**config.mk**
```make
export PLATFORM = sky130hd
export DESIGN_NAME = fetch_ctrl
export DESIGN_NICKNAME = d
export VERILOG_FILES = /design/src/rtl/fetch_pkg.sv /design/src/rtl/fetch_ctrl.sv
export SDC_FILE = /design/constraint.sdc
export NUM_CORES = 1
export LEC_CHECK = 0
export CORE_ASPECT_RATIO = 0.9
export CORE_UTILIZATION = 50
export CTS_CLUSTER_SIZE = 20
export DETAILED_ROUTE_END_ITERATION = 6
export HOLD_SLACK_MARGIN = 0.08
export PLACE_DENSITY = 0.77
export SLEW_MARGIN = 25
export SYNTH_ARGS = -nofsm -noshare
export SYNTH_HDL_FRONTEND = slang
export SYNTH_SLANG_ARGS = --single-unit
```
**constraint.sdc**
```tcl
create_clock -name clk -period 4.4 [get_ports clk]
set_input_delay 0.88 -clock clk [delete_from_list [all_inputs] [get_ports clk]]
set_output_delay 0.88 -clock clk [all_outputs]
set_load 0.05 [all_outputs]
```
**src/rtl/fetch_pkg.sv**
```systemverilog
// Shared types and constants for the instruction-fetch sequencer.
package fetch_pkg;

  typedef enum logic [1:0] {
    IDLE = 2'd0,
    REQ  = 2'd1,
    HOLD = 2'd2,
    KILL = 2'd3
  } fetch_state_e;

  localparam logic [31:0] NOP_INST        = 32'h0000_0013;
  localparam int          PC_STEP_DEFAULT = 4;

endpackage

```
**src/rtl/fetch_ctrl.sv**
```systemverilog
// Fetch-stage sequencer: owns the PC, runs a single-outstanding IMEM handshake
// and feeds IF/ID, with a one-entry skid for acks that land during a stall.
module fetch_ctrl
  import fetch_pkg::*;
#(
  parameter int              XLEN     = 32,
  parameter logic [XLEN-1:0] RESET_PC = '0,
  parameter int              PC_STEP  = PC_STEP_DEFAULT
) (
  input  logic            clk,
  input  logic            rst_n,
  input  logic            NextPCSrc,
  input  logic [XLEN-1:0] Adress,
  input  logic            stall,
  output logic            imem_req,
  output logic [XLEN-1:0] imem_addr,
  input  logic            imem_ack,
  input  logic [31:0]     imem_rdata,
  output logic            if_valid,
  output logic [31:0]     if_inst,
  output logic [XLEN-1:0] if_pc
);

  localparam logic [XLEN-1:0] ALIGN_MASK = ~XLEN'(3);

  fetch_state_e    state_reg, state_next;
  logic [XLEN-1:0] pc_reg, pc_next;
  logic [XLEN-1:0] pend_pc_reg, pend_pc_next;
  logic [31:0]     skid_inst_reg, skid_inst_next;
  logic [XLEN-1:0] skid_pc_reg, skid_pc_next;
  logic            if_valid_reg, if_valid_next;
  logic [31:0]     if_inst_reg, if_inst_next;
  logic [XLEN-1:0] if_pc_reg, if_pc_next;

  logic [XLEN-1:0] redirect_target;
  logic [XLEN-1:0] pc_inc;
  logic            out_can_load;

  assign redirect_target = Adress & ALIGN_MASK;
  assign pc_inc          = pc_reg + XLEN'(PC_STEP);
  assign out_can_load    = !if_valid_reg || !stall;

  // The request address is always the PC: it only advances on an ack, so it
  // stays stable for the whole outstanding request, including in KILL.
  assign imem_req  = (state_reg == REQ) || (state_reg == KILL);
  assign imem_addr = pc_reg;
  assign if_valid  = if_valid_reg;
  assign if_inst   = if_inst_reg;
  assign if_pc     = if_pc_reg;

  always_ff @(posedge clk) begin
    if (!rst_n) begin
      state_reg     <= IDLE;
      pc_reg        <= RESET_PC;
      pend_pc_reg   <= RESET_PC;
      skid_inst_reg <= NOP_INST;
      skid_pc_reg   <= RESET_PC;
      if_valid_reg  <= 1'b0;
      if_inst_reg   <= NOP_INST;
      if_pc_reg     <= RESET_PC;
    end else begin
      state_reg     <= state_next;
      pc_reg        <= pc_next;
      pend_pc_reg   <= pend_pc_next;
      skid_inst_reg <= skid_inst_next;
      skid_pc_reg   <= skid_pc_next;
      if_valid_reg  <= if_valid_next;
      if_inst_reg   <= if_inst_next;
      if_pc_reg     <= if_pc_next;
    end
  end

  always_comb begin
    state_next     = state_reg;
    pc_next        = pc_reg;
    pend_pc_next   = pend_pc_reg;
    skid_inst_next = skid_inst_reg;
    skid_pc_next   = skid_pc_reg;
    if_valid_next  = if_valid_reg;
    if_inst_next   = if_inst_reg;
    if_pc_next     = if_pc_reg;

    // A consumed instruction retires unless something below refills the slot.
    if (out_can_load) begin
      if_valid_next = 1'b0;
    end

    unique case (state_reg)
      IDLE: begin
        state_next = REQ;
      end

      REQ: begin
        if (NextPCSrc) begin
          if_valid_next = 1'b0;
          if (imem_ack) begin
            pc_next = redirect_target;
          end else begin
            pend_pc_next = redirect_target;
            state_next   = KILL;
          end
        end else if (imem_ack) begin
          pc_next = pc_inc;
          if (out_can_load) begin
            if_valid_next = 1'b1;
            if_inst_next  = imem_rdata;
            if_pc_next    = pc_reg;
          end else begin
            skid_inst_next = imem_rdata;
            skid_pc_next   = pc_reg;
            state_next     = HOLD;
          end
        end
      end

      HOLD: begin
        if (NextPCSrc) begin
          if_valid_next = 1'b0;
          pc_next       = redirect_target;
          state_next    = REQ;
        end else if (!stall) begin
          if_valid_next = 1'b1;
          if_inst_next  = skid_inst_reg;
          if_pc_next    = skid_pc_reg;
          state_next    = REQ;
        end
      end

      KILL: begin
        if (NextPCSrc) begin
          if_valid_next = 1'b0;
          pend_pc_next  = redirect_target;
        end
        // The stale response is swallowed; a redirect arriving with it wins.
        if (imem_ack) begin
          pc_next    = NextPCSrc ? redirect_target : pend_pc_reg;
          state_next = REQ;
        end
      end

      default: begin
        state_next = IDLE;
      end
    endcase
  end

endmodule

```
==> flow_summary.ini <==
[clocking]
tritoncts_num_sinks = 195
post_cts_hold_buffer_count = 0
cts.htree.levels = 4
cts_root_buf = clkbuf_16
cts.path.max_buffers = 2
number_of_instances_resized_during_post_cts_repair = 0
tritoncts.num_buffers = 17
tritoncts = done
post-cts-setup-buffer-count = 0
cts.clk_slew.worst_paths_ps = 70
worst_skew_pair.late_latency_ps = 430

[logic_synthesis]
synth.yosys.seq_area_share_pct = 44.4
post_synth_and_or_nand_nor_area_fraction_pct = 20.4
synth-xor-area-share_pct = 0.399
synth_warnings = 0
synth_cell_type_count = 64
synth_top_flop_cell = dfxtp_1
synth.net_count = 1161
synth_top_family_by_area = compound AO/OA/AOI/OAI gates
synth.ff_latch_count = 195
post_synth_edffs = 0
synthMuxAreaShare_pct = 8.20
synth_cells = 1091
synth_compound_gate_area_share_pct = 21.3
synth_async_sr_flop_share_pct = 0
avgSynthCellArea_um2 = 8.05
yosys.area_share.adder_pct = 0.142
syn_std_cell_area_um2 = 8780

[critical_path]
regToRegEndpoint = imem_addr[20]
rrSetupSlack_ps = 1930
worstPathMaxFanout = 38
crit_chain = clkdlybuf4s50_1, nand2_1, or3_2, buf_4, nand2_1, a21oi_1
crit_path_frequent_cell = nand2_1
critPathCaptureType = register
crit_start = imem_ack
worst_r2r_startpoint = state_reg[1]
timing.critical_path.from_type = input port
worstPathArrival_ps = 3190
worst-r2r-cell-count = 6
critical-path-max-stage-delay_ps = 910
timing.setup.critical_path_class = in -> reg
worst_ep_required_time_ps = 4680
crit_path_top_delay_cell = or3_2

[sta]
worst_clock_skew_ps = 12.3
rsz0062_at_grt = no
fin_setup_tns_ps = 0
hold_viol_final = 0
slew_headroom_pct = 44.3
min_tclk_post_route_ps = 2910
finalSetupViolCount = 0
worst_pin_slew_ps = 835
finalCritPeriodShare_pct = 66.2
fin_hold_ws_ps = 453
achievable_clock_frequency_ghz = 0.343
finalMaxSlewViolations = 0

[grt]
global_route_usage_sum_pct = 27.0
antenna_found_initial = 0
gr-total-overflow = 0
grt_start_max_net_pins = 123
wire_length_of_the_first_global_routing_pass_um = 38800
vias_in_the_first_global_route = 7494

[floorplanning]
floorplan.die.height_um = 128
core-area_um2 = 17000
chipWidth_um = 142
ioPinCount = 167
die_area_um2 = 18100
std_cell_rows = 45
start_util_pct = 51.7

[run_status]
outcome = complete, no violations

[place]
post-place-cells = 1412
numPortBuffers = 164
gp_congestion = 0.919
place_hpwl_um = 15200

[power_and_ir_drop]
netSwitchingFraction_pct = 27.9
p_switching_mw = 1.14
p_int_mw = 2.96
power.static_leakage_nw = 4.21
sequentialPowerShare_pct = 46.2
power-per-cell-area_nw_per_um2 = 371
pwr-share-clk_pct = 37.8
power.share.combinational_pct = 15.9
max-vdd-ir-drop_v = 0.000288

[routing]
vias = 8295
routed_via_density = 5.76
final_antenna_net_count = 0
wire_per_inst_um = 16.6
totalWireLength_um = 24000
firstDrtPassIters = 6
drt_first_iter_violations = 808
remaining_drc_errors = 0

[hold_path]
number_of_stages_on_the_worst_hold_path = 2
worst_hold_path_type = reg -> reg
timing.hold.worst_endpoint = skid_inst_reg[2]
hold_start = skid_inst_reg[2]

[layout]
fill_cells = 1488
drive_gt1_share_pct = 5.39
nNetsFinal = 1266
layout.cells.non_filler = 1441
antenna_cells_inserted = 0
area_growth_syn_to_layout_pct = 26.0

[flow_run]
max_cap_viol_count = 0
-- cell usage in the layout, fill, tap and decap left out, types with 4 or more instances in the layout --
cell / n
mux2i_1: 72
clkbuf_16: 17
a21oi_1: 119
nand3_1: 16
nand2b_1: 5
dfxtp_1: 195
o211ai_1: 10
nand4_1: 10
a31oi_1: 10
a22oi_1: 6
inv_1: 6
and2_1: 5
clkdlybuf4s50_1: 163
o21ai_0: 47
and3_1: 9
buf_4: 16
nand2_1: 249
nor2_1: 87
o22ai_1: 6
nor3_1: 8
clkbuf_8: 4
a32o_1: 4
a211oi_1: 62
-- synth_stat cells, drive strengths merged (2+ instances only) --
cell type | instances | area, um2
nand2 | 251 | 945
dfxtp | 195 | 3900
a21oi | 120 | 604
nor2 | 87 | 327
mux2i | 72 | 721
a211oi | 63 | 473
clkbuf | 62 | 244
o21ai | 47 | 235
buf | 34 | 178
nand3 | 16 | 80.1
nand4 | 11 | 83.8
a31oi | 10 | 62.6
o211ai | 10 | 75.1
and3 | 9 | 56.3
nor3 | 9 | 45.0
inv | 7 | 26.3
a22oi | 6 | 45.0
and2 | 6 | 38.8
o22ai | 6 | 37.5
and4 | 5 | 46.3
nand2b | 5 | 31.3
nor4 | 5 | 61.3
a32o | 4 | 40.0
o31ai | 4 | 30.0
or3 | 4 | 25.0
a21o | 3 | 22.5
a221o | 3 | 30.0
a32oi | 3 | 26.3
o2bb2ai | 3 | 26.3
o41ai | 3 | 26.3
a2bb2oi | 2 | 17.5
nand3b | 2 | 15.0
o211a | 2 | 20.0
or2 | 2 | 12.5
xnor2 | 2 | 17.5
xor2 | 2 | 17.5
-- how the worst max path moves through the flow --
stage / endpoint / slack [ps] / cells after the start
after floorplan: skid_inst_reg[0] / 1990 / 8
after global placement: skid_pc_reg[19] / 1090 / 6
after detailed placement: skid_pc_reg[16] / 1050 / 6
after CTS: skid_pc_reg[18] / 1520 / 6
after global routing: skid_pc_reg[11] / 1420 / 6
final: skid_pc_reg[18] / 1490 / 6
-- routing by layer --
metal	global-route usage [%]	vias to the layer above	part of all wire [%]
met5	0	-	0
li1	-	4036	-
met2	43.1	318	47
met4	9.49	0	2.3
met3	5.68	41	7.9
met1	36.3	3900	43
-- power by group through the flow --
stage / clock [mW] / combinational [mW] / sequential [mW]
after CTS: 1.58 / 0.653 / 1.90
after detailed placement: 0 / 0.650 / 1.94
after floorplan: 0 / 0.248 / 2.09
final: 1.55 / 0.653 / 1.90
after global routing: 1.65 / 0.696 / 1.91
after global placement: 0 / 0.644 / 1.94
-- per-stage QoR --
step | utilization [%] | total power, mW | setup WS [ps] | area (um2)
2_1_floorplan | - | 2.34 | 1990 | 8780
3_3_place_gp | 61.7 | 2.58 | 1090 | 10500
3_5_place_dp | 61.7 | 2.59 | 1050 | 10500
4_1_cts | 65.1 | 4.13 | 1520 | 11100
5_1_grt | 65.1 | 4.25 | 1420 | 11100
6_report | 65.1 | 4.10 | 1490 | 11100
-- critical path, delay by kind of cell --
kind | cells | cell delay, ps
AND/OR/NAND/NOR | 3 | 1240
AO/OA/AOI/OAI | 1 | 60
buffers and inverters | 2 | 1000
-- logic make-up (layout without fill, tap and decap cells) --
family	count (synthesis)	in the layout
AO/OA/AOI/OAI	300	300
XOR/XNOR	4	4
adder cells (fa/ha/maj)	1	1
buffers and inverters	104	219
flip-flops	195	195
multiplexers	72	72
AND/OR/NAND/NOR	415	415
-- area by class of cell --
type	instances	area, um2	area share (%)
inverters	8	32.5	0.294
clock inverters	7	97.6	0.882
repair buffers	182	1800	16.2
multi-input cells	792	4460	40.3
well taps	235	294	2.66
flip-flops and latches	195	3900	35.3
clock buffers	22	484	4.37
(Power assumes the default switching activity.)
